**config.mk**
```make
export PLATFORM = sky130hd
export DESIGN_NAME = seq_slice_comparator
export DESIGN_NICKNAME = d
export VERILOG_FILES = /design/src/rtl/seq_slice_comparator.sv
export SDC_FILE = /design/constraint.sdc
export NUM_CORES = 1
export LEC_CHECK = 0
export CORE_MARGIN = 2
export CORE_UTILIZATION = 52
export CTS_CLUSTER_DIAMETER = 150
export DETAILED_ROUTE_END_ITERATION = 16
export PLACE_DENSITY_LB_ADDON = 0.1
export SLEW_MARGIN = 5
export SYNTH_ARGS = -nofsm -noshare
export SYNTH_HDL_FRONTEND = slang
export SYNTH_SLANG_ARGS = --single-unit
```
**constraint.sdc**
```tcl
create_clock -name clk -period 3.35 [get_ports clk]
set_input_delay 0.335 -clock clk [delete_from_list [all_inputs] [get_ports clk]]
set_output_delay 0.335 -clock clk [all_outputs]
set_load 0.03 [all_outputs]
```
**src/rtl/seq_slice_comparator.sv**
```systemverilog
`default_nettype none
// ============================================================================
//  Module      : seq_slice_comparator
//  Description : Multi-cycle magnitude comparator. Compares two W-bit
//                operands two bits per clock, most-significant slice first,
//                carrying a running equal/less-than state between cycles.
//                Start/done handshake, per-transaction signed/unsigned mode,
//                optional early termination on the first differing slice.
//  Ports       : clk          rising-edge clock
//                rst          synchronous active-high reset
//                start        request a comparison (sampled in IDLE/DONE)
//                signed_mode  1 = two's-complement, 0 = unsigned
//                A, B         W-bit operands, sampled with start
//                busy         high while slices are processed
//                done         one-cycle pulse, results valid
//                EQ, LT, GT   registered, mutually exclusive results
//  Revision    : 1.0 - initial release
// ============================================================================
module seq_slice_comparator #(
  parameter int W          = 8,
  parameter int EARLY_EXIT = 1
) (
  input  logic         clk,
  input  logic         rst,
  input  logic         start,
  input  logic         signed_mode,
  input  logic [W-1:0] A,
  input  logic [W-1:0] B,
  output logic         busy,
  output logic         done,
  output logic         EQ,
  output logic         LT,
  output logic         GT
);

  generate
    if ((W < 2) || ((W % 2) != 0)) begin : g_bad_width
      $error("seq_slice_comparator: W must be even and >= 2");
    end
  endgenerate

  localparam int IW = (W / 2 > 1) ? $clog2(W / 2) : 1;

  localparam logic [1:0] ST_IDLE = 2'd0;
  localparam logic [1:0] ST_RUN  = 2'd1;
  localparam logic [1:0] ST_DONE = 2'd2;

  localparam logic [IW-1:0] IDX_TOP   = IW'(W / 2 - 1);
  localparam logic [W-1:0]  SIGN_MASK = {1'b1, {(W-1){1'b0}}};

  logic [1:0]    state;
  logic [1:0]    state_next;

  logic [W-1:0]  a_sh;
  logic [W-1:0]  b_sh;
  logic [IW-1:0] idx;
  logic          eq_acc;
  logic          lt_acc;

  logic [IW:0]   shamt;
  logic [1:0]    a_slice;
  logic [1:0]    b_slice;
  logic          found;
  logic          eq_nxt;
  logic          lt_nxt;
  logic          last_slice;
  logic          load;

  // --------------------------------------------------------------------------
  // Slice compare: one 2-bit step of the compare chain. Once a difference has
  // been seen the accumulators stay frozen, so lower slices cannot override.
  // --------------------------------------------------------------------------
  always_comb begin
    shamt      = {idx, 1'b0};
    a_slice    = 2'(a_sh >> shamt);
    b_slice    = 2'(b_sh >> shamt);
    found      = eq_acc && (a_slice != b_slice);
    eq_nxt     = eq_acc & ~found;
    lt_nxt     = found ? (a_slice < b_slice) : lt_acc;
    last_slice = (idx == '0) || ((EARLY_EXIT != 0) && found);
    load       = start && ((state == ST_IDLE) || (state == ST_DONE));
  end

  // --------------------------------------------------------------------------
  // FSM: state register
  // --------------------------------------------------------------------------
  always_ff @(posedge clk) begin
    if (rst) begin
      state <= ST_IDLE;
    end else begin
      state <= state_next;
    end
  end

  // --------------------------------------------------------------------------
  // FSM: next-state logic
  // --------------------------------------------------------------------------
  always_comb begin
    state_next = state;
    case (state)
      ST_IDLE: if (start) state_next = ST_RUN;
      ST_RUN:  if (last_slice) state_next = ST_DONE;
      ST_DONE: state_next = start ? ST_RUN : ST_IDLE;
      default: state_next = ST_IDLE;
    endcase
  end

  // --------------------------------------------------------------------------
  // FSM: outputs
  // --------------------------------------------------------------------------
  always_comb begin
    busy = (state == ST_RUN);
    done = (state == ST_DONE);
  end

  // --------------------------------------------------------------------------
  // Datapath: operand shadows, slice index, accumulators, result registers.
  // Signed mode flips the MSB of both operands (offset binary) so the slice
  // chain itself only ever does unsigned comparisons.
  // --------------------------------------------------------------------------
  always_ff @(posedge clk) begin
    if (rst) begin
      a_sh   <= '0;
      b_sh   <= '0;
      idx    <= '0;
      eq_acc <= 1'b1;
      lt_acc <= 1'b0;
      EQ     <= 1'b1;
      LT     <= 1'b0;
      GT     <= 1'b0;
    end else if (load) begin
      a_sh   <= A ^ (signed_mode ? SIGN_MASK : '0);
      b_sh   <= B ^ (signed_mode ? SIGN_MASK : '0);
      idx    <= IDX_TOP;
      eq_acc <= 1'b1;
      lt_acc <= 1'b0;
    end else if (state == ST_RUN) begin
      eq_acc <= eq_nxt;
      lt_acc <= lt_nxt;
      if (last_slice) begin
        // Results come from this final compare edge, not the stale accumulators.
        EQ <= eq_nxt;
        LT <= lt_nxt;
        GT <= ~eq_nxt & ~lt_nxt;
      end else begin
        idx <= idx - IW'(1);
      end
    end
  end

endmodule
`default_nettype wire

```
==> reports/qor.yml, run 1 <==
logic_synthesis:
  synthMostInstantiatedCell: "sky130_fd_sc_hd__nand2_1"
  synthesized_area_per_cell_um2: 9.04
  netlist_area_mm2: 0.00112
  ys_warn_count: 0
  synthDominantAreaCellType: "sky130_fd_sc_hd__dfxtp_1"
  synth_seq_cells: 25
  yosysTopAreaCellShare: 0.446
  synth_area_leaders: "sky130_fd_sc_hd__dfxtp_1 45%, sky130_fd_sc_hd__nand2_1 10%, sky130_fd_sc_hd__mux4_2 8.0%"
  netlist_instances: 124
  synth.yosys.seq_area_share: 0.446
  syn-num-nets: 147
  number_of_enable_type_register_cells_in_the_synthesized_netlist: 0
  synth_cell_types: 26
  post_synth_most_frequent_cells: "31 x sky130_fd_sc_hd__nand2_1, 25 x sky130_fd_sc_hd__dfxtp_1, 16 x sky130_fd_sc_hd__a21oi_1"
  async_reset_ff_frac: 0
  synthFlopType: "sky130_fd_sc_hd__dfxtp_1"
sta:
  relative_slew_margins: 0.419
  setup-violations-final: 0
  finalHoldViolCount: 0
  fmax_mhz: 424
  finalMaxSlewViolations: 0
  setup_repair_after_global_routing_missed_its_margin: "no"
  worst-slew-pin-transition_ps: 869
  finalWorstPathRequiredPeriod_ps: 2360
  skew_ps: 13.7
  fin_crit_sh: 0.704
  setup_tns_ps: 0
final_layout:
  layout.filler_cells: 163
  insertedDiodeCount: 0
  ff_latch_area_um2: 500
  drive_above_1_share: 0.0959
  multiInputGateArea_um2: 564
  finalCoreUtilization: 0.695
  stdcell_count: 173
  synthToLayoutAreaGrowth_pct: 24.1
  nets: 170
clocking:
  clk_latency_ps: 310
  clockRootBuffer: "sky130_fd_sc_hd__clkbuf_4"
  clk_buf_depth: 2
  htree_num_levels: 1
  tritoncts: "yes"
  cts_repair_resizes: 0
  clkSlewWorstSetupHoldPaths_ps: 130
  post_cts.repair.setup_buffers: 0
  cts_hold_buf: 0
  inserted_clock_buffers: 3
  clock-sinks: 25
floorplanning:
  floorplan.initialDensity: 0.560
  core_mm2: 0.00200
  floorplan.rows: 16
  design.die.area_mm2: 0.00254
  die_w_um: 50.4
  die_height_um: 50.4
  floorplan.io_pins: 25
run_status:
  outcome: "complete, no violations"
global_routing:
  grt_start_max_net_pins: 25
  grt_pass1_vias: 856
  initial_antenna_violation_count: 0
  grtUsageMet3: 0.0268
  grt_first_pass_wirelength_mm: 3.68
  highest_utilization_routing_layer_at_the_global_route_stage: "met2"
  globalRouteMet1Util: 0.251
  met2_usage_in_global_routing: 0.309
  globalRouteTotalUtil: 0.190
  grt.overflow.total: 0
hold_path:
  hold_class: "flip-flop to flip-flop"
worst_setup_path:
  path_cells: "mux4_2 > ha_1 > a21boi_2 > o21ai_1 > a211oi_1 > nor3_1"
  critPathMaxStageDelay_ps: 550
  setup.worst_path.start_class: "flip-flop"
  maximum_net_fanout_on_the_critical_path: 7
  worst_setup_path_end_kind: "flip-flop"
  critPathRequiredTime_ps: 3530
  crit_path_top_delay_cell: "sky130_fd_sc_hd__dfxtp_1"
  critical_path.top_delay_family: "compound AO/OA/AOI/OAI gates"
  critPathArrivalTime_ps: 2540
  crit_type: "flip-flop to flip-flop"
  number_of_buffer_and_inverter_stages_on_the_critical_path: 0
power_and_ir_drop:
  leakage_nw: 0.523
  power_per_cell_area_mw_per_mm2: 459
  ir_worst_vdd_mv: 0.343
  report.power.total_uw: 639
drt:
  wl_per_cell_um: 11.6
  final_antenna_net_count: 0
  drt_wl_total_mm: 2.01
  drt-initial-drc-count: 8
  post_drt_via_cell_ratio: 5.12
  vias: 886
  dr.pass1.iters: 4
  detail_route.drc_violations: 0
run:
  max-cap-violations: 0
place:
  placement.io_buffers: 24
  post-dp-hpwl_mm: 1.46
  gpl.final_weighted_congestion: 0.820
  place.detailed.instances: 169
-- metal layers --
layer,part of all wire,vias to the layer above
li1,-,466
met1,0.48,401
met2,0.48,17
met3,0.035,2
met4,0.0060,0
met5,0,-
-- path summary, 6_finish.rpt --
check,start,to,slack [ps],depth (start not counted)
worst max-delay path,idx[0],LT,990,6
worst min-delay path,b_sh[6],b_sh[6],470,2
worst max register to register,idx[0],LT,990,6
worst min register to register,b_sh[6],b_sh[6],470,2
-- kinds of logic (layout without fill, tap and decap cells) --
family                   after synthesis  count (layout)  synth area share
AND/OR/NAND/NOR                       49              49             0.204
AO/OA/AOI/OAI                         29              29             0.170
flip-flops                            25              25             0.446
buffers and inverters                 12              34            0.0502
multiplexers                           4               4            0.0804
adder cells (fa/ha/maj)                3               3            0.0335
XOR/XNOR                               2               2            0.0156
-- cells in the final DEF (no fill, tap or decap) --
master,instances
sky130_fd_sc_hd__clkbuf_1,1
sky130_fd_sc_hd__a21oi_1,16
sky130_fd_sc_hd__clkdlybuf4s50_1,24
sky130_fd_sc_hd__o21a_1,1
sky130_fd_sc_hd__a211o_2,1
sky130_fd_sc_hd__dfxtp_1,25
sky130_fd_sc_hd__or2b_1,1
sky130_fd_sc_hd__nand2b_1,2
sky130_fd_sc_hd__clkbuf_4,3
sky130_fd_sc_hd__a21oi_2,1
sky130_fd_sc_hd__o21ai_1,1
sky130_fd_sc_hd__nor2b_1,3
sky130_fd_sc_hd__and4_2,1
sky130_fd_sc_hd__nor3_1,3
sky130_fd_sc_hd__a21boi_2,1
sky130_fd_sc_hd__mux4_2,4
sky130_fd_sc_hd__nor3b_4,1
sky130_fd_sc_hd__and2b_1,1
sky130_fd_sc_hd__nor2_1,6
sky130_fd_sc_hd__buf_4,1
sky130_fd_sc_hd__a211oi_1,5
sky130_fd_sc_hd__a21o_1,2
sky130_fd_sc_hd__nand2_1,31
sky130_fd_sc_hd__inv_1,5
sky130_fd_sc_hd__xnor2_1,2
sky130_fd_sc_hd__ha_1,3
sky130_fd_sc_hd__a2111oi_2,1
-- power by group --
part / total [mW] / switching (mW) / internal, mW / leakage (nW)
clock network: 0.130 / 0.0837 / 0.0465 / 0.0150
registers: 0.340 / 0.0182 / 0.321 / 0.206
logic: 0.170 / 0.0849 / 0.0846 / 0.302
total: 0.639 / 0.187 / 0.452 / 0.523
-- final cells by class --
cell class,count,area share
tap,27,0.0243
inverter,5,0.0135
multi-input combinational,87,0.406
clock buffer,4,0.0189
sequential,25,0.360
timing repair buffer,25,0.178
-- registers in the layout (all words and copies together), names as in the netlist --
signal / cells
b_sh: 8
LT: 1
lt_acc: 1
EQ: 1
GT: 1
eq_acc: 1
a_sh: 8
idx: 2
state: 2
-- worst register-to-register path: stages, from the launching register on --
cell and delay [ps]:
sky130_fd_sc_hd__dfxtp_1 550, sky130_fd_sc_hd__mux4_2 550, sky130_fd_sc_hd__ha_1 370, sky130_fd_sc_hd__a21boi_2 230
sky130_fd_sc_hd__o21ai_1 180, sky130_fd_sc_hd__a211oi_1 280, sky130_fd_sc_hd__nor3_1 80
-- through the flow --
stage | worst slack (ps) | hold slack, ps | cell area, µm²
floorplan | 1260 | 404 | 1120
global placement | 1110 | 438 | 1370
detailed placement | 994 | 447 | 1370
CTS | 985 | 470 | 1390
global route | 810 | 493 | 1390
finish | 992 | 465 | 1390
Note: power is estimated with default switching activity, not from simulation.
==> inputs of run 2 (changes only) <==
- CORE_UTILIZATION: 52 -> 48
- clock period: 3.35 -> 2.2 ns (I/O delays scaled with it)
==> run 2 against run 1 <==
Register-to-register slack got worse by 910 ps. Maximum frequency rose by 11%. Flip-flop and latch count did not move. Total power is 55% higher.
==> reports/qor.yml, run 2 (synthesis gave the netlist of run 1 again) <==
sta:
  relative_slew_margins: 0.632  # was 0.419
  finalHoldViolCount: 0  # unchanged
  postLayoutSetupSlackWorst_ps: 81.1  # was 992 ps
  fmax_mhz: 472  # was 424 MHz
  finalMaxSlewViolations: 0  # unchanged
  fin_crit_sh: 0.963  # was 0.704
  setup_repair_after_global_routing_missed_its_margin: "yes"  # was no
  worst-slew-pin-transition_ps: 550  # was 869 ps
  finalWorstPathRequiredPeriod_ps: 2120  # was 2360 ps
  setup-violations-final: 0  # unchanged
  skew_ps: 7.53  # was 13.7 ps
power_and_ir_drop:
  switching_share: 0.300  # was 0.292
  total_switching_power_uw: 297  # was 187 µW
  report.power.total_uw: 992  # was 639 µW
  clockPowerShare: 0.204  # about the same
  power.share.combinational: 0.274  # was 0.265
  ir_worst_vdd_mv: 0.380  # was 0.343 mV
  design_internal_power_uw: 694  # was 452 µW
  leakage_nw: 0.542  # was 0.523 nW
  power_per_cell_area_mw_per_mm2: 696  # was 459 mW/mm²
  power_frac_seq: 0.521  # was 0.531
floorplanning:
  floorplan.initialDensity: 0.507  # was 0.560
  die_w_um: 52.3  # was 50.4 µm
  design.die.area_mm2: 0.00274  # was 0.00254 mm²
  die_height_um: 52.3  # was 50.4 µm
  core_mm2: 0.00221  # was 0.00200 mm²
  floorplan.rows: 17  # was 16
  floorplan.io_pins: 25  # unchanged
final_layout:
  mostFrequentLayoutCells: "31 x sky130_fd_sc_hd__nand2_1, 24 x sky130_fd_sc_hd__dfxtp_1, 24 x sky130_fd_sc_hd__clkdlybuf4s50_1"  # was 31 x sky130_fd_sc_hd__nand2_1, 25 x sky130_fd_sc_hd__dfxtp_1, 24 x sky130_fd_sc_hd__clkdlybuf4s50_1
  final_area_mm2: 0.00143  # was 0.00139 mm²
  layout_commonest_cell: "sky130_fd_sc_hd__nand2_1"  # unchanged
  synthToLayoutAreaGrowth_pct: 27.1  # was 24.1%
  nets: 173  # was 170
  largestRegisters: "a_sh x8, b_sh x8"  # unchanged
  insertedDiodeCount: 0  # unchanged
  stdcell_count: 177  # was 173
  finalCoreUtilization: 0.644  # was 0.695
  drive_above_1_share: 0.134  # was 0.0959
worst_setup_path:
  maximum_net_fanout_on_the_critical_path: 5  # was 7
  crit_path_top_delay_cell: "sky130_fd_sc_hd__mux4_2"  # was sky130_fd_sc_hd__dfxtp_1
  worst_setup_path_end_kind: "flip-flop"  # unchanged
  r2r-start: "idx[0]"  # unchanged
  critPathArrivalTime_ps: 2350  # was 2540 ps
  path_cells: "mux4_2 > ha_1 > a21boi_2 > o21ai_1 > buf_4 > a21o_1"  # was mux4_2 > ha_1 > a21boi_2 > o21ai_1 > a211oi_1 > nor3_1
  critical_path.top_delay_family: "compound AO/OA/AOI/OAI gates"  # unchanged
  reg2reg_to: "EQ"  # was LT
  critPathMaxStageDelay_ps: 500  # was 550 ps
  crit_type: "flip-flop to flip-flop"  # unchanged
  critPathRequiredTime_ps: 2430  # was 3530 ps
  r2r_slack_ps: 80  # was 990 ps
  worst-r2r-cell-count: 6  # unchanged
  number_of_buffer_and_inverter_stages_on_the_critical_path: 1  # was 0
  setup.worst_path.start_class: "flip-flop"  # unchanged
place:
  placedInstanceArea_mm2: 0.00139  # was 0.00137 mm²
  placement.io_buffers: 24  # unchanged
  post-place-ws_ps: -53.8  # was 994 ps
  post-dp-hpwl_mm: 1.62  # was 1.46 mm
  gpl.final_weighted_congestion: 0.767  # was 0.820
  place.detailed.instances: 173  # was 169
drt:
  post_drt_via_cell_ratio: 5.06  # was 5.12
  wl_per_cell_um: 12.4  # was 11.6 µm
  detail_route.drc_violations: 0  # unchanged
  vias: 896  # was 886
  drt-initial-drc-count: 12  # was 8
  dr.pass1.iters: 4  # unchanged
  final_antenna_net_count: 0  # unchanged
  drt_wl_total_mm: 2.20  # was 2.01 mm
global_routing:
  grt_pass1_vias: 822  # was 856
  grt.overflow.total: 0  # unchanged
  initial_antenna_violation_count: 0  # unchanged
  globalRouteTotalUtil: 0.184  # was 0.190
  grt_start_max_net_pins: 24  # was 25
  grt_first_pass_wirelength_mm: 3.68  # unchanged
clocking:
  clk_buf_depth: 2  # unchanged
  clkSlewWorstSetupHoldPaths_ps: 130  # about the same
  clk_latency_ps: 320  # was 310 ps
  cts_hold_buf: 0  # unchanged
  clock-sinks: 25  # unchanged
  tritoncts: "yes"  # unchanged
  htree_num_levels: 1  # unchanged
  inserted_clock_buffers: 3  # unchanged
  post_cts.repair.setup_buffers: 0  # unchanged
  clockRootBuffer: "sky130_fd_sc_hd__clkbuf_4"  # unchanged
hold_path:
  hold_class: "primary input to flip-flop"  # was flip-flop to flip-flop
  worstHoldStart: "A[6]"  # was b_sh[6]
  holdPathStages: 3  # was 2
  hold-path-endpoint: "a_sh[6]"  # was b_sh[6]
run:
  max-cap-violations: 0  # unchanged
run_status:
  outcome: "complete, no violations"  # unchanged
run 2: timing repair:
item	CTS	global route
pin swaps	0	3
gates resized for setup	1	2
endpoints found under the setup margin	3	4
run 2: metrics by stage:
step	setup TNS [ps]	hold WS, ps
2_1_floorplan	0	289
3_3_place_gp	0	439
3_5_place_dp	-84.2	443
4_1_cts	0	413
5_1_grt	-23.8	419
6_report	0	428
run 2: worst reg2reg max path, stage by stage, from the launching register on:
cell	delay, ps
sky130_fd_sc_hd__dfxtp_4	410
sky130_fd_sc_hd__mux4_2	500
sky130_fd_sc_hd__ha_1	370
sky130_fd_sc_hd__a21boi_2	220
sky130_fd_sc_hd__o21ai_1	170
sky130_fd_sc_hd__buf_4	190
sky130_fd_sc_hd__a21o_1	160
run 2: area by class of cell:
type | count | area, µm²
fill | 204 | 787
multi-input combinational | 87 | 569
sequential | 25 | 504
timing repair buffer | 28 | 270
tap | 28 | 35.0
clock buffer | 3 | 22.5
inverter | 5 | 18.8
clock inverter | 1 | 5.00
run 2: metal layers:
metal | global-route usage | share of wire | wire length [µm] | vias to the layer above
met3 | 0.0257 | 0.046 | 101 | 5
met2 | 0.281 | 0.49 | 1070 | 20
met1 | 0.248 | 0.44 | 977 | 401
met5 | 0 | 0 | 0 | -
met4 | 0.103 | 0.023 | 51 | 0
li1 | - | - | - | 470
run 2: power by group through the flow:
stage	clock [mW]	combinational (mW)	sequential, mW
3_5_place_dp	0	0.267	0.527
2_1_floorplan	0	0.176	0.529
3_3_place_gp	0	0.261	0.526
5_1_grt	0.230	0.301	0.523
4_1_cts	0.214	0.269	0.517
6_report	0.203	0.272	0.517
run 2: worst max path at each step:
| stage | startpoint | end | cells past startpoint |
|---|---|---|---|
| floorplan | idx[0] | lt_acc | 7 |
| global placement | idx[0] | lt_acc | 6 |
| detailed placement | idx[0] | LT | 6 |
| CTS | idx[0] | LT | 6 |
| global route | idx[0] | LT | 6 |
| finish | idx[0] | EQ | 6 |
==> inputs of run 3 (changes only) <==
- CELL_PAD_IN_SITES_DETAIL_PLACEMENT: unset -> 1
- CELL_PAD_IN_SITES_GLOBAL_PLACEMENT: unset -> 1
- CORE_UTILIZATION: 48 -> 36
==> run 3 against run 2 <==
Hold slack improved by 4.6 ps. Flip-flop and latch count did not move. Non-clock buffer count up 3. Final area grew 4.4%. Clock-buffer cell count stayed put. Wire length is 15% higher. Clock skew fell by 4.7 ps. First-iteration DRC count rose to 3.3 times the previous value. Register-to-register slack better by 60 ps. Clock power hardly changed. Maximum frequency grew 2.8%. Via count is 5.7% higher. Critical path type unchanged. Largest power group unchanged.
==> reports/qor.yml, run 3 (synthesis gave the netlist of run 1 again) <==
sta:
  fmax_mhz: 485  # was 472 MHz
  finalMaxSlewViolations: 0  # unchanged
  finalHoldViolCount: 0  # unchanged
  setup-violations-final: 0  # unchanged
  fin_crit_sh: 0.937  # was 0.963
  skew_ps: 2.81  # was 7.53 ps
  setup_tns_ps: 0  # unchanged
  setup_repair_after_global_routing_missed_its_margin: "no"  # was yes
  worst-slew-pin-transition_ps: 518  # was 550 ps
  relative_slew_margins: 0.655  # was 0.632
  worst_hold_slack_ps: 433  # was 428 ps
  finalWorstPathRequiredPeriod_ps: 2060  # was 2120 ps
worst_setup_path:
  setup.worst_path.start_class: "flip-flop"  # unchanged
  maximum_net_fanout_on_the_critical_path: 4  # was 5
  r2r-start: "idx[0]"  # unchanged
  cp-startpoint: "idx[0]"  # unchanged
  critPathArrivalTime_ps: 2290  # was 2350 ps
  reg2reg_to: "lt_acc"  # was EQ
  crit_type: "flip-flop to flip-flop"  # unchanged
  worstSetupEndpoint: "lt_acc"  # was EQ
  r2r_slack_ps: 140  # was 80 ps
  worst-r2r-cell-count: 8  # was 6
  worst_setup_path_end_kind: "flip-flop"  # unchanged
  critPathRequiredTime_ps: 2430  # about the same
place:
  placedInstanceArea_mm2: 0.00140  # was 0.00139 mm²
  placement.io_buffers: 24  # unchanged
  gpl.final_weighted_congestion: 0.710  # was 0.767
  post-dp-hpwl_mm: 1.88  # was 1.62 mm
floorplanning:
  floorplan.initialDensity: 0.373  # was 0.507
  floorplan.io_pins: 25  # unchanged
  design.die.area_mm2: 0.00358  # was 0.00274 mm²
  die_w_um: 59.8  # was 52.3 µm
  floorplan.rows: 20  # was 17
  core_mm2: 0.00300  # was 0.00221 mm²
  die_height_um: 59.8  # was 52.3 µm
clocking:
  clock-sinks: 25  # unchanged
  tritoncts: "yes"  # unchanged
  inserted_clock_buffers: 3  # unchanged
  clk_latency_ps: 320  # about the same
  clkSlewWorstSetupHoldPaths_ps: 140  # was 130 ps
  clockRootBuffer: "sky130_fd_sc_hd__clkbuf_4"  # unchanged
  htree_num_levels: 1  # unchanged
  clk_buf_depth: 2  # unchanged
drt:
  final_antenna_net_count: 0  # unchanged
  vias: 947  # was 896
  wl_per_cell_um: 13.7  # was 12.4 µm
  drt_wl_total_mm: 2.53  # was 2.20 mm
  detail_route.drc_violations: 0  # unchanged
  post_drt_via_cell_ratio: 5.12  # was 5.06
  drt-initial-drc-count: 40  # was 12
  dr.pass1.iters: 4  # unchanged
global_routing:
  initial_antenna_violation_count: 0  # unchanged
  grt.overflow.total: 0  # unchanged
  grt_start_max_net_pins: 24  # unchanged
  grt_pass1_vias: 958  # was 822
  grt_first_pass_wirelength_mm: 4.28  # was 3.68 mm
  globalRouteTotalUtil: 0.158  # was 0.184
power_and_ir_drop:
  leakage_nw: 0.568  # was 0.542 nW
  ir_worst_vdd_mv: 0.353  # was 0.380 mV
  power_per_cell_area_mw_per_mm2: 699  # was 696 mW/mm²
  report.power.total_mw: 1.04  # was 992 µW
final_layout:
  mostFrequentLayoutCells: "31 x sky130_fd_sc_hd__nand2_1, 24 x sky130_fd_sc_hd__dfxtp_1, 24 x sky130_fd_sc_hd__clkdlybuf4s50_1"  # unchanged
  insertedDiodeCount: 0  # unchanged
  largestRegisters: "a_sh x8, b_sh x8"  # unchanged
  synthToLayoutAreaGrowth_pct: 32.7  # was 27.1%
  ff_latch_area_um2: 502  # was 504 µm²
  multiInputGateArea_um2: 606  # was 569 µm²
  layout_commonest_cell: "sky130_fd_sc_hd__nand2_1"  # unchanged
  final_area_mm2: 0.00149  # was 0.00143 mm²
  nets: 176  # was 173
  layout.filler_cells: 352  # was 204
  drive_above_1_share: 0.178  # was 0.134
run:
  max-cap-violations: 0  # unchanged
run_status:
  outcome: "complete, no violations"  # unchanged
hold_path:
  hold_class: "primary input to flip-flop"  # unchanged
==> run 3: cell types whose count changed in the layout (fill, tap and decap cells not counted) <==
| cell | previous run | this run |
|---|---|---|
| sky130_fd_sc_hd__ha_4 | 0 | 2 |
| sky130_fd_sc_hd__dfxtp_2 | 0 | 1 |
| sky130_fd_sc_hd__inv_2 | 0 | 1 |
| sky130_fd_sc_hd__o21ai_2 | 0 | 1 |
| sky130_fd_sc_hd__buf_4 | 4 | 7 |
| sky130_fd_sc_hd__inv_1 | 5 | 4 |
| sky130_fd_sc_hd__a21boi_4 | 0 | 1 |
| sky130_fd_sc_hd__ha_1 | 3 | 1 |
| sky130_fd_sc_hd__a21boi_2 | 1 | 0 |
| sky130_fd_sc_hd__o21ai_1 | 1 | 0 |
| sky130_fd_sc_hd__dfxtp_4 | 1 | 0 |
==> run 3: power breakdown <==
part           switching (mW)  total (mW)  leakage [nW]  internal [mW]
clock network           0.138       0.206        0.0177         0.0680
registers              0.0235       0.513         0.206          0.490
logic                   0.158       0.320         0.344          0.162
total                   0.319        1.04         0.568          0.720
==> run 3: worst min-delay path by stage <==
stage | startpoint | endpoint | depth (start not counted)
after floorplan | rst | lt_acc | 1
after detailed placement | EQ | EQ | 1
final | B[5] | b_sh[5] | 3
after global placement | EQ | EQ | 1
after CTS | B[5] | b_sh[5] | 3
after global routing | A[6] | a_sh[6] | 3
==> run 3: cell type report <==
cell class / instances / area share
clock buffers: 3 / 0.0151
multi-input cells: 87 / 0.407
well taps: 33 / 0.0278
repair buffers: 31 / 0.197
clock inverters: 1 / 0.00336
inverters: 5 / 0.0126
flip-flops and latches: 25 / 0.337
==> run 3: critical path, cell delays in order (launching register included) <==
cell and delay [ps]:
sky130_fd_sc_hd__dfxtp_2 350, sky130_fd_sc_hd__buf_4 130, sky130_fd_sc_hd__mux4_2 510, sky130_fd_sc_hd__inv_2 90, sky130_fd_sc_hd__ha_4 210, sky130_fd_sc_hd__nand2b_1 150, sky130_fd_sc_hd__a21oi_2 160, sky130_fd_sc_hd__a21oi_1 90
sky130_fd_sc_hd__a2111oi_2 280
==> run 3: stage by stage <==
stage | utilization | setup WS, ps | std cells
3_5_place_dp | 0.467 | 0.316 | 179
6_report | 0.495 | 139 | 185
2_1_floorplan | - | 105 | 124
3_3_place_gp | 0.467 | 71.7 | 179
4_1_cts | 0.478 | 10.2 | 183
5_1_grt | 0.495 | 15.2 | 185
==> run 3: what timing repair did <==
action / in CTS / in global routing
resized for setup: 1 / 6
pin swaps: 0 / 4
buffers inserted: 0 / 2
hold buffers: 0 / 0
setup endpoints to repair: 1 / 5
endpoints found under the hold margin: 0 / 0
==> run 3: metal layers <==
metal  vias up  share of wire  global-route usage  wire (µm)
li1        479              -                   -          -
met1       450           0.47               0.203       1200
met2        14           0.48               0.261       1220
met3         4          0.033              0.0325         83
met4         0          0.011              0.0571         29
met5         -              0                   0          0
